`src/rtl/ir_pkg.sv`:
```
// rtl/ir_pkg.sv - shared types, defaults and parameter checks for the IR carrier monitor
package ir_pkg;

   typedef enum logic {CARRIER = 1'b0, NO_CAR = 1'b1} ir_car_state_t;

   localparam int DEF_CH_NUM      = 4;
   localparam int DEF_CNT_W       = 12;
   localparam int DEF_TIMEOUT     = 2048;
   localparam int DEF_HYST        = 2;
   localparam int DEF_SYNC_STAGES = 2;

   // TIMEOUT must be reachable by a saturating CNT_W-bit counter.
   function automatic bit timeout_ok(input int timeout, input int cnt_w);
      return (timeout >= 1) && (longint'(timeout) < (longint'(1) << cnt_w));
   endfunction

endpackage

```
`src/rtl/ir_car_monitor_if.sv`:
```
// rtl/ir_car_monitor_if.sv - IR carrier monitor signal bundle
interface ir_car_monitor_if #(
   parameter int CH_NUM = 4
);
   logic [CH_NUM-1:0] ir_sd_i;
   logic [CH_NUM-1:0] ir_car_care_i;
   logic [CH_NUM-1:0] ir_car_en_o;
   logic [CH_NUM-1:0] ir_car_chg_o;

   modport master (
      output ir_sd_i,
      output ir_car_care_i,
      input  ir_car_en_o,
      input  ir_car_chg_o
   );

   modport slave (
      input  ir_sd_i,
      input  ir_car_care_i,
      output ir_car_en_o,
      output ir_car_chg_o
   );
endinterface

```
`src/rtl/ir_car_chan.sv`:
```
// rtl/ir_car_chan.sv - one IR channel: synchroniser, gap counter, hysteresis FSM
module ir_car_chan
   import ir_pkg::*;
#(
   parameter int CNT_W       = DEF_CNT_W,
   parameter int TIMEOUT     = DEF_TIMEOUT,
   parameter int HYST        = DEF_HYST,
   parameter int SYNC_STAGES = DEF_SYNC_STAGES
) (
   input  logic clk,
   input  logic rst,
   input  logic ir_sd,
   output logic no_car,
   output logic chg
);

   localparam int              HW     = $clog2(HYST + 1);
   localparam logic [HW-1:0]    H_LAST = HW'(HYST - 1);
   localparam logic [CNT_W-1:0] T_MAX  = CNT_W'(TIMEOUT);

   if (!timeout_ok(TIMEOUT, CNT_W) || HYST < 1 || SYNC_STAGES < 2) begin : g_bad_params
      $error("ir_car_chan: illegal TIMEOUT/CNT_W/HYST/SYNC_STAGES combination");
   end

   logic [SYNC_STAGES-1:0] sync_q;
   logic                   hist_q;
   logic [CNT_W-1:0]       gap_q;
   logic [HW-1:0]          hcnt_q, hcnt_d;
   ir_car_state_t          state_q, state_d;
   logic                   chg_q, chg_d;
   logic                   sd_edge;
   logic                   is_long;

   assign sd_edge = sync_q[SYNC_STAGES-1] ^ hist_q;
   assign is_long = (gap_q == T_MAX);

   always_ff @(posedge clk or posedge rst) begin
      if (rst) begin
         sync_q <= '0;
         hist_q <= 1'b0;
         gap_q  <= '0;
      end else begin
         sync_q <= {sync_q[SYNC_STAGES-2:0], ir_sd};
         hist_q <= sync_q[SYNC_STAGES-1];
         if (sd_edge)
            gap_q <= '0;
         else if (gap_q != T_MAX)
            gap_q <= gap_q + 1'b1;
      end
   end

   always_ff @(posedge clk or posedge rst) begin
      if (rst) begin
         state_q <= CARRIER;
         hcnt_q  <= '0;
         chg_q   <= 1'b0;
      end else begin
         state_q <= state_d;
         hcnt_q  <= hcnt_d;
         chg_q   <= chg_d;
      end
   end

   // A gap of the class opposite to the current state counts toward a switch;
   // a gap agreeing with the current state restarts the count.
   always_comb begin
      state_d = state_q;
      hcnt_d  = hcnt_q;
      chg_d   = 1'b0;
      if (sd_edge) begin
         case (state_q)
            CARRIER: begin
               if (is_long) begin
                  if (hcnt_q == H_LAST) begin
                     state_d = NO_CAR;
                     hcnt_d  = '0;
                     chg_d   = 1'b1;
                  end else begin
                     hcnt_d = hcnt_q + 1'b1;
                  end
               end else begin
                  hcnt_d = '0;
               end
            end
            NO_CAR: begin
               if (!is_long) begin
                  if (hcnt_q == H_LAST) begin
                     state_d = CARRIER;
                     hcnt_d  = '0;
                     chg_d   = 1'b1;
                  end else begin
                     hcnt_d = hcnt_q + 1'b1;
                  end
               end else begin
                  hcnt_d = '0;
               end
            end
            default: begin
               state_d = CARRIER;
               hcnt_d  = '0;
            end
         endcase
      end
   end

   assign no_car = (state_q == NO_CAR);
   assign chg    = chg_q;

endmodule

```
`src/rtl/ir_car_monitor.sv`:
```
// rtl/ir_car_monitor.sv - multi-channel IR carrier-presence monitor top
module ir_car_monitor
   import ir_pkg::*;
#(
   parameter int CH_NUM      = DEF_CH_NUM,
   parameter int CNT_W       = DEF_CNT_W,
   parameter int TIMEOUT     = DEF_TIMEOUT,
   parameter int HYST        = DEF_HYST,
   parameter int SYNC_STAGES = DEF_SYNC_STAGES
) (
   input logic             clk,
   input logic             rst,
   ir_car_monitor_if.slave bus
);

   logic [CH_NUM-1:0] no_car_w;
   logic [CH_NUM-1:0] chg_w;

   for (genvar i = 0; i < CH_NUM; i++) begin : g_chan
      ir_car_chan #(
         .CNT_W       (CNT_W),
         .TIMEOUT     (TIMEOUT),
         .HYST        (HYST),
         .SYNC_STAGES (SYNC_STAGES)
      ) u_chan (
         .clk    (clk),
         .rst    (rst),
         .ir_sd  (bus.ir_sd_i[i]),
         .no_car (no_car_w[i]),
         .chg    (chg_w[i])
      );
   end

   // Care gating is purely combinational so mask changes act in the same cycle.
   assign bus.ir_car_en_o  = no_car_w & bus.ir_car_care_i;
   assign bus.ir_car_chg_o = chg_w;

endmodule

```
`src/flat_wrapper.sv`:
```
// flat-port wrapper written by rule: the top's interface ports become plain ports
module ir_car_monitor_flat import ir_pkg::*;
#(
   parameter int CH_NUM      = DEF_CH_NUM,
   parameter int CNT_W       = DEF_CNT_W,
   parameter int TIMEOUT     = DEF_TIMEOUT,
   parameter int HYST        = DEF_HYST,
   parameter int SYNC_STAGES = DEF_SYNC_STAGES
)
  (clk, rst, bus_ir_sd_i, bus_ir_car_care_i, bus_ir_car_en_o, bus_ir_car_chg_o);
  ir_car_monitor_if #(.CH_NUM(CH_NUM)) bus_i ();
  input logic clk;
  input logic rst;
  input wire logic [$bits(bus_i.ir_sd_i)-1:0] bus_ir_sd_i;
  input wire logic [$bits(bus_i.ir_car_care_i)-1:0] bus_ir_car_care_i;
  output wire logic [$bits(bus_i.ir_car_en_o)-1:0] bus_ir_car_en_o;
  output wire logic [$bits(bus_i.ir_car_chg_o)-1:0] bus_ir_car_chg_o;
  assign bus_i.ir_sd_i = bus_ir_sd_i;
  assign bus_i.ir_car_care_i = bus_ir_car_care_i;
  assign bus_ir_car_en_o = bus_i.ir_car_en_o;
  assign bus_ir_car_chg_o = bus_i.ir_car_chg_o;
  ir_car_monitor #(.CH_NUM(CH_NUM), .CNT_W(CNT_W), .TIMEOUT(TIMEOUT), .HYST(HYST), .SYNC_STAGES(SYNC_STAGES)) u_core (.clk(clk), .rst(rst), .bus(bus_i));
endmodule
```
`config.mk`:
```
export PLATFORM = sky130hd
export DESIGN_NAME = ir_car_monitor_flat
export DESIGN_NICKNAME = d
export VERILOG_FILES = /design/src/rtl/ir_pkg.sv /design/src/rtl/ir_car_monitor_if.sv /design/src/rtl/ir_car_chan.sv /design/src/rtl/ir_car_monitor.sv /design/src/flat_wrapper.sv
export SDC_FILE = /design/constraint.sdc
export NUM_CORES = 1
export LEC_CHECK = 0
export BUFFER_PORTS_ARGS = -buffer_cell sky130_fd_sc_hd__buf_2
export CAP_MARGIN = 30
export CORE_MARGIN = 2
export CORE_UTILIZATION = 35
export DETAILED_ROUTE_END_ITERATION = 6
export SETUP_SLACK_MARGIN = 0.15
export SLEW_MARGIN = 20
export SYNTH_ARGS = -nofsm -noshare
export SYNTH_HDL_FRONTEND = slang
export SYNTH_HIERARCHICAL = 1
export SYNTH_SLANG_ARGS = --single-unit
```
`constraint.sdc`:
```
create_clock -name clk -period 6.1 [get_ports clk]
set_clock_uncertainty 0.2 [all_clocks]
set_input_delay 0.305 -clock clk [delete_from_list [all_inputs] [get_ports clk]]
set_output_delay 0.305 -clock clk [all_outputs]
set_load 0.02 [all_outputs]
```
==> impl_results.rst, run 1 <==
.. list-table::
   :header-rows: 1

   * - Metric
     - Value
   * - Buffer count from post-CTS setup fixing
     - 0
   * - First-pass GRT wire length
     - 13.4 mm
   * - ANT cells
     - 0
   * - Number of endpoints failing setup at the final stage
     - 0
   * - Vias after detailed routing
     - 2990
   * - Std cell rows
     - 38
   * - Routed length per instance
     - 13.9 um
   * - Sum of negative setup slack
     - 0 ns
   * - Instance area after placement
     - 0.00407 mm^2
   * - Ys Warns
     - 6
   * - CTS sink cnt
     - 76
   * - Initial standard-cell utilization of the core
     - 35.5%
   * - Maximum number of pins on one net before global-route repair
     - 20
   * - Cells traversed along the worst timing path
     - inv_1 > ha_1 > or4bb_1 > o31a_1 > o311a_1
   * - WP data arrival
     - 2.11 ns
   * - Horizontal extent of the die
     - 108 um
   * - Final Max Tran Viols
     - 0
   * - IR drop worst, VDD
     - 0.160 mV
   * - Post-synthesis cell area
     - 0.00381 mm^2
   * - Standard cell core area
     - 0.0107 mm^2
   * - Number of H-tree branching levels
     - 3
   * - Post-Layout Inst Area
     - 0.00436 mm^2
   * - CTS tree
     - yes
   * - Outcome
     - finished, final reports clean
   * - CTS max path bufs
     - 2
   * - Met3 wirelength from detailed routing
     - 181 um
   * - Power density cells
     - 250 mW/mm^2
   * - Worst slew margin relative to its limit
     - 44.5%
   * - Number of iterations in the first detailed-routing pass
     - 5
   * - FF+latch count, synth
     - 76
   * - RSZ-0062 raised after global routing
     - no
   * - Worst Path Class, Setup
     - register to register
   * - Min-delay worst type
     - register to register
   * - Critical-path cell with the highest stage delay
     - or4bb_1
   * - Cells after synthesis
     - 368
   * - Reg clk slew, reported paths
     - 0.07 ns
   * - Required time worst endpoint
     - 6.14 ns
   * - Part of the Yosys area used for sequential elements
     - 49.9%
   * - Beginning of the critical path
     - u_core/g_chan[0].u_chan/gap_q[0]
   * - Number of nets with antenna violations after routing
     - 0
   * - Clock buffers created by TritonCTS
     - 9
   * - Number of DRC markers in iteration 0
     - 173
   * - Register-to-register setup slack
     - 4.03 ns
   * - Final wirelength
     - 7.60 mm
   * - Non-Filler Instances
     - 546
   * - Clock latency at the later pin of the worst-skew pair
     - 0.37 ns
   * - Met1 layer wirelength in the final routing
     - 3.51 mm
   * - Final critical-path share of the clock period
     - 33.9%
   * - Initial antenna violation count
     - 0
   * - Cell variety after synth
     - 31
   * - Final weighted congestion in routability-driven placement
     - 0.794
   * - Count of maximum capacitance violations
     - 0
   * - Worst setup endpoint
     - u_core/g_chan[0].u_chan/hcnt_q[0]
   * - Number of global-route vias before repair
     - 2899
   * - Number of input and output port buffers inserted
     - 17
   * - Delay of the slowest cell on the worst path
     - 0.49 ns
   * - Nature of the critical path endpoint
     - register
   * - Maximum frequency from static timing analysis
     - 484 MHz
   * - Worst R2R End
     - u_core/g_chan[0].u_chan/hcnt_q[0]
   * - Met2 wirelength from detailed routing
     - 3.73 mm
   * - Number of top-level design ports
     - 18
   * - Power, Total
     - 0.00109 W
   * - Total GRT Usage
     - 14.5%
   * - Die Y-Extent
     - 108 um
   * - Vias/cell
     - 5.48
   * - Hold Violations, Final
     - 0
   * - Max Used Layer
     - met4
   * - Area enclosed by the die boundary
     - 0.0117 mm^2
   * - Remaining routing DRC violations
     - 0
   * - Share of cells above drive strength 1
     - 12.1%
   * - Post-layout min period
     - 2.07 ns
   * - Critical path peak fanout
     - 5
   * - Root buffer cell
     - clkbuf_8
   * - Total nets after synthesis
     - 386
   * - Placed wire-length estimate
     - 5.22 mm
   * - Net count, final
     - 419
   * - Leakage power summed over all cells
     - 1.80 nW
   * - CP Launch Type
     - register
   * - FF-to-FF Start
     - u_core/g_chan[0].u_chan/gap_q[0]
   * - Remaining Overflow, GRT
     - 0
   * - Worst Reg-to-Reg Cells
     - 5
   * - Cells after DPL
     - 525
   * - Avg Inst Size Synth
     - 10.4 um^2
   * - Fill cell instance count of the final layout
     - 1062
   * - Transition at the pin with the smallest max-transition slack
     - 0.830 ns
   * - Area growth syn-to-layout
     - 14.4%
cells in the final DEF, fill, tap and decap left out, types with 4 or more instances in the layout:
| cell type | instances |
|---|---|
| buf_2 | 17 |
| a21oi_1 | 28 |
| a32oi_1 | 4 |
| inv_1 | 24 |
| or4_1 | 20 |
| o211ai_1 | 4 |
| o311a_1 | 4 |
| o31a_1 | 4 |
| o31ai_1 | 16 |
| or4b_1 | 4 |
| mux2_1 | 4 |
| dfrtp_1 | 76 |
| nor2b_1 | 4 |
| nand3b_1 | 8 |
| nand2_1 | 32 |
| o21ai_0 | 16 |
| or4_4 | 4 |
| dlygate4sd3_1 | 5 |
| nand3_1 | 20 |
| mux2i_1 | 8 |
| nor3_2 | 4 |
| or3b_2 | 8 |
| xor2_1 | 8 |
| and2_1 | 4 |
| ha_1 | 8 |
| xnor2_1 | 8 |
| or3_1 | 16 |
| nor4_1 | 4 |
| nor3_1 | 4 |
| clkbuf_8 | 9 |
| nand4_1 | 8 |
| o21a_1 | 4 |
| nor2_1 | 8 |
| or4bb_1 | 4 |
cells in the mapped netlist:
cell      instances  share of area (%)
dfrtp_1          76                 50
nand2_1          32                3.1
a21oi_1          28                3.7
inv_1            24                2.4
nand3_1          20                2.6
or4_1            20                3.9
o21ai_0          16                2.1
o31ai_1          16                3.1
or3_1            16                2.6
ha_1              8                2.6
mux2i_1           8                2.1
nand3b_1          8                1.6
nand4_1           8                1.3
nor2_1            8               0.79
or3b_2            8                1.8
xnor2_1           8                1.8
xor2_1            8                1.8
a32oi_1           4               0.92
and2_1            4               0.66
mux2_1            4                1.2
nor2b_1           4               0.66
nor3_1            4               0.52
nor3_2            4                1.0
nor4_1            4               0.66
o211ai_1          4               0.79
o21a_1            4               0.79
o311a_1           4                1.0
o31a_1            4               0.92
or4_4             4                1.2
or4b_1            4                1.0
or4bb_1           4                1.2
how the worst min path moves through the flow:
| stage | startpoint | slack (ns) | end | cells after the start |
|---|---|---|---|---|
| floorplan | rst | 0.06 | async pin | 1 |
| global placement | u_core/g_chan[2].u_chan/sync_q[0] | 0.13 | u_core/g_chan[2].u_chan/sync_q[1] | 0 |
| detailed placement | u_core/g_chan[2].u_chan/sync_q[0] | 0.14 | u_core/g_chan[2].u_chan/sync_q[1] | 0 |
| CTS | u_core/g_chan[2].u_chan/sync_q[0] | 0.16 | u_core/g_chan[2].u_chan/sync_q[1] | 0 |
| global route | u_core/g_chan[1].u_chan/sync_q[0] | 0.16 | u_core/g_chan[1].u_chan/sync_q[1] | 0 |
| finish | u_core/g_chan[2].u_chan/sync_q[0] | 0.15 | u_core/g_chan[2].u_chan/sync_q[1] | 0 |
layout make-up:
cell class | instances | area, um^2 | share of cell area (%)
sequential | 76 | 1900 | 43.6
inverter | 24 | 90.1 | 2.06
multi-input combinational | 268 | 1820 | 41.8
clock inverter | 7 | 115 | 2.64
tap | 140 | 175 | 4.01
clock buffer | 9 | 124 | 2.84
timing repair buffer | 22 | 135 | 3.10
routing by layer:
layer	global-route usage, %	vias up
met4	7.97	0
li1	-	1454
met3	2.29	12
met5	0	-
met2	22.9	33
met1	19.0	1491
state kept, by name, indices dropped and copies added, names as in the netlist, named ones only:
| register | flops |
|---|---|
| u_core/g_chan.u_chan/hcnt_q | 8 |
| u_core/g_chan.u_chan/sync_q | 8 |
| u_core/g_chan.u_chan/hist_q | 4 |
| u_core/g_chan.u_chan/gap_q | 48 |
| u_core/g_chan.u_chan/chg | 4 |
where the power goes:
group	internal, W	total (W)	switching (W)
registers	0.000520	0.000540	0.0000202
logic	0.0000337	0.0000868	0.0000531
clock network	0.000270	0.000464	0.000194
per-stage QoR:
| step | setup WS, ns | utilization [%] | hold WS, ns |
|---|---|---|---|
| after floorplan | 4.11 | - | 0.0561 |
| after global placement | 4.08 | 37.9 | 0.132 |
| final | 4.03 | 40.6 | 0.151 |
| after detailed placement | 4.04 | 37.9 | 0.137 |
| after CTS | 4.03 | 40.6 | 0.155 |
| after global routing | 3.91 | 40.6 | 0.161 |
what timing repair did:
item / CTS / global route
hold buffers: 5 / 0
hold endpoints to repair: 80 / 0
resized for setup: 0 / 0
logic make-up (layout without fill, tap and decap cells):
| group | count (synthesis) | in the layout | share of synthesized area [%] |
|---|---|---|---|
| and+or+nand+nor | 152 | 152 | 24.8 |
| AOI/OAI and AO/OA | 80 | 80 | 13.4 |
| DFF | 76 | 76 | 49.9 |
| buffers and inverters | 24 | 62 | 2.36 |
| xor gates and xnor gates | 16 | 16 | 3.67 |
| muxes | 12 | 12 | 3.28 |
| adders and majority gates | 8 | 8 | 2.62 |
worst max-delay path, delay by kind of cell (launching register included):
kind | cells | cell delay (ns)
buffers and inverters | 1 | 0.09
AO/OA/AOI/OAI | 2 | 0.60
flip-flops | 1 | 0.42
AND/OR/NAND/NOR | 1 | 0.49
adder cells (fa/ha/maj) | 1 | 0.15
(Power assumes the default switching activity.)
==> run 2: changes to the inputs <==
==> constraint.sdc (replaced) <==
create_clock -name clk -period 1.85 [get_ports clk]
set_clock_uncertainty 0.2 [all_clocks]
set_input_delay 0.0925 -clock clk [delete_from_list [all_inputs] [get_ports clk]]
set_output_delay 0.0925 -clock clk [all_outputs]
set_load 0.02 [all_outputs]
==> run 2 against run 1 <==
  * The run now ends with negative setup slack left
  * Hold slack got worse by 0.12 ns
  * Sequential power rose to 3.3 times the previous value
  * Flip-flop and latch count did not move
  * Non-clock buffer count rose by 121
  * Setup slack got worse by 4.2 ns
  * Critical path type unchanged
  * Largest cell class is now multi-input gates
  * Largest power group unchanged
  * Highest routed layer unchanged
==> impl_results.rst, run 2 (synthesized netlist as in run 1, its figures left out) <==
.. list-table::
   :header-rows: 1

   * - Metric
     - Value
   * - Final Max Tran Viols
     - 0 (unchanged)
   * - Worst R2R End
     - u_core/g_chan[0].u_chan/hcnt_q[0]
   * - Commonest non-fill, non-tap cell in the layout
     - buf_4
   * - Final standard cell utilization of the core
     - 54.2% (+14 points)
   * - Maximum frequency from static timing analysis
     - 504 MHz (+4.1%)
   * - Nature of the critical path endpoint
     - register
   * - CTS max path bufs
     - 2 (unchanged)
   * - Worst Path Class, Setup
     - register to register
   * - Maximum number of pins on one net before global-route repair
     - 20 (unchanged)
   * - Critical-path cell with the highest stage delay
     - or4bb_1
   * - Number of iterations in the first detailed-routing pass
     - 4 (-1)
   * - Worst Reg-to-Reg Cells
     - 5 (unchanged)
   * - Placed wire-length estimate
     - 6.16 mm (+18%)
   * - Transition at the pin with the smallest max-transition slack
     - 0.400 ns (-0.430 ns)
   * - Worst slew margin relative to its limit
     - 73.3% (+29 points)
   * - Failing checks
     - negative setup slack
   * - Count of maximum capacitance violations
     - 0 (unchanged)
   * - Number of global-route vias before repair
     - 3408 (+18%)
   * - Total GRT Usage
     - 16.6% (+2.2 points)
   * - Number of H-tree branching levels
     - 3 (unchanged)
   * - Number of endpoints failing setup at the final stage
     - 9 (+9)
   * - Root buffer cell
     - clkbuf_8
   * - Buffers plus inverters on the worst setup path
     - 1 (unchanged)
   * - Reg clk slew, reported paths
     - 0.08 ns (about the same)
   * - Clock latency at the later pin of the worst-skew pair
     - 0.36 ns (about the same)
   * - Register-to-register setup slack
     - -0.14 ns (-4.17 ns)
   * - RSZ-0062 raised after global routing
     - yes
   * - Biggest regs
     - u_core/g_chan.u_chan/gap_q (48), u_core/g_chan.u_chan/hcnt_q (8), u_core/g_chan.u_chan/sync_q (8)
   * - Required time worst endpoint
     - 1.90 ns (-4.24 ns)
   * - Delay of the slowest cell on the worst path
     - 0.44 ns (-0.05 ns)
   * - Share of cells above drive strength 1
     - 47.1% (+35 points)
   * - Outcome
     - complete, but fails checks
   * - Remaining Overflow, GRT
     - 0 (unchanged)
   * - Cell class contributing the biggest share of worst-path delay
     - compound AO/OA/AOI/OAI gates
   * - Final critical-path share of the clock period
     - 107% (+73 points)
   * - Number of cells on the critical path
     - 5 (unchanged)
   * - Crit path setup slack, layout
     - -0.136 ns (-4.17 ns)
   * - First-pass GRT wire length
     - 15.6 mm (+16%)
   * - Horizontal extent of the die
     - 108 um (unchanged)
   * - Die Y-Extent
     - 108 um (unchanged)
   * - Number of top-level design ports
     - 18 (unchanged)
   * - ANT cells
     - 0 (unchanged)
   * - Top register by number of flip-flops
     - u_core/g_chan.u_chan/gap_q
   * - Final wirelength
     - 9.74 mm (+28%)
   * - Net count, final
     - 540 (+29%)
   * - Std cell rows
     - 38 (unchanged)
   * - Area enclosed by the die boundary
     - 0.0117 mm^2 (unchanged)
   * - Leakage power summed over all cells
     - 2.51 nW (+39%)
   * - CTS tree
     - yes
   * - Initial antenna violation count
     - 0 (unchanged)
   * - Beginning of the critical path
     - u_core/g_chan[0].u_chan/gap_q[0]
   * - FF-to-FF Start
     - u_core/g_chan[0].u_chan/gap_q[0]
   * - Vias after detailed routing
     - 3480 (+16%)
   * - Standard cell core area
     - 0.0107 mm^2 (unchanged)
   * - Power density cells
     - 694 mW/mm^2 (+180%)
   * - Number of nets with antenna violations after routing
     - 0 (unchanged)
   * - Most used cells in the layout excluding fill and tap cells
     - buf_4 (96), dfrtp_1 (76), nand2_1 (32)
   * - Number of flip-flops under the largest register name
     - 48 (unchanged)
   * - WP data arrival
     - 2.04 ns (-0.07 ns)
   * - Hold Violations, Final
     - 0 (unchanged)
   * - Min-delay worst type
     - primary input to async pin
   * - CTS sink cnt
     - 76 (unchanged)
   * - Final weighted congestion in routability-driven placement
     - 0.839 (+5.7%)
   * - Vias/cell
     - 5.22 (-4.7%)
   * - Number of input and output port buffers inserted
     - 17 (unchanged)
   * - Remaining routing DRC violations
     - 0 (unchanged)
   * - Power, Total
     - 0.00404 W (+270%)
   * - Critical path peak fanout
     - 2 (-3)
   * - Number of DRC markers in iteration 0
     - 188 (+8.7%)
   * - CP Launch Type
     - register
   * - Clock buffers created by TritonCTS
     - 9 (unchanged)
   * - Initial standard-cell utilization of the core
     - 35.5% (unchanged)
   * - Area growth syn-to-layout
     - 52.8%
   * - IR drop worst, VDD
     - 0.381 mV (+140%)
   * - Post-layout min period
     - 1.99 ns (-0.0821 ns)
   * - Routed length per instance
     - 14.6 um (+4.9%)
   * - Cells traversed along the worst timing path
     - inv_2 > ha_4 > or4bb_1 > o31a_1 > o311a_1
[run 2: cell count changes in the layout (fill, tap and decap cells not counted), moves of 8 or more]
cell and change:
a21oi_2 +20, buf_6 +25, or4_4 +11, nand3_1 -10
buf_4 +96, ha_1 -8, or4_1 -11, a21oi_1 -20
ha_4 +8, inv_2 +8, inv_1 -8
[run 2: how the worst max path moves through the flow]
| stage | slack [ns] | endpoint |
|---|---|---|
| after CTS | -0.09 | u_core/g_chan[3].u_chan/hcnt_q[0] |
| after floorplan | -0.06 | u_core/g_chan[0].u_chan/hcnt_q[0] |
| final | -0.14 | u_core/g_chan[0].u_chan/hcnt_q[0] |
| after detailed placement | -0.1 | u_core/g_chan[3].u_chan/hcnt_q[0] |
| after global routing | -0.18 | u_core/g_chan[0].u_chan/hcnt_q[0] |
| after global placement | -0.06 | u_core/g_chan[1].u_chan/hcnt_q[0] |
[run 2: area by class of cell]
class,instances,area (um^2)
Sequential cell,76,1900
Multi-Input combinational cell,268,2260
Clock buffer,11,151
Clock inverter,5,106
Fill cell,916,4920
Tap cell,140,175
Timing Repair Buffer,143,1140
Inverter,24,90.1
[run 2: where the power goes]
part | total (W) | internal (W) | switching [W] | leakage [nW]
sequential | 0.00176 | 0.00172 | 0.0000430 | 1.02
combinational | 0.000666 | 0.000338 | 0.000329 | 1.36
clock | 0.00162 | 0.000974 | 0.000645 | 0.126
total | 0.00404 | 0.00303 | 0.00102 | 2.51
[run 2: stage by stage]
step | setup WS [ns] | cell area, um^2 | instances | hold slack (ns) | TNS (ns)
after detailed placement | -0.0967 | 4710 | 607 | -0.123 | -0.453
after floorplan | -0.0553 | 3840 | 368 | -0.156 | -0.221
after global routing | -0.183 | 5830 | 667 | 0.0700 | -1.62
after CTS | -0.0919 | 5360 | 646 | 0.0331 | -0.399
after global placement | -0.0569 | 4710 | 607 | -0.127 | -0.206
final | -0.136 | 5830 | 667 | 0.0344 | -0.635
[run 2: timing repair]
item                                    in CTS  in global routing
pin swaps                                   28                 44
endpoints found under the setup margin      47                 55
hold buffers                                 5                  0
endpoints found under the hold margin       80                  0
resized for setup                           49                 71
setup buffers                               18                 21
[run 2: per-layer routing]
metal | vias to the layer above | global-route usage, % | part of all wire, % | routed length, um
met5 | - | 0 | 0 | 0
met3 | 22 | 3.68 | 2.6 | 249
met4 | 0 | 7.33 | 2.4 | 231
met1 | 1714 | 20.9 | 44 | 4240
li1 | 1701 | - | - | -
met2 | 43 | 27.6 | 51 | 5010
[run 2: worst min-delay path: stages]
cell           delay, ns
dlygate4sd3_1       0.53
buf_2               0.15
inv_1               0.22
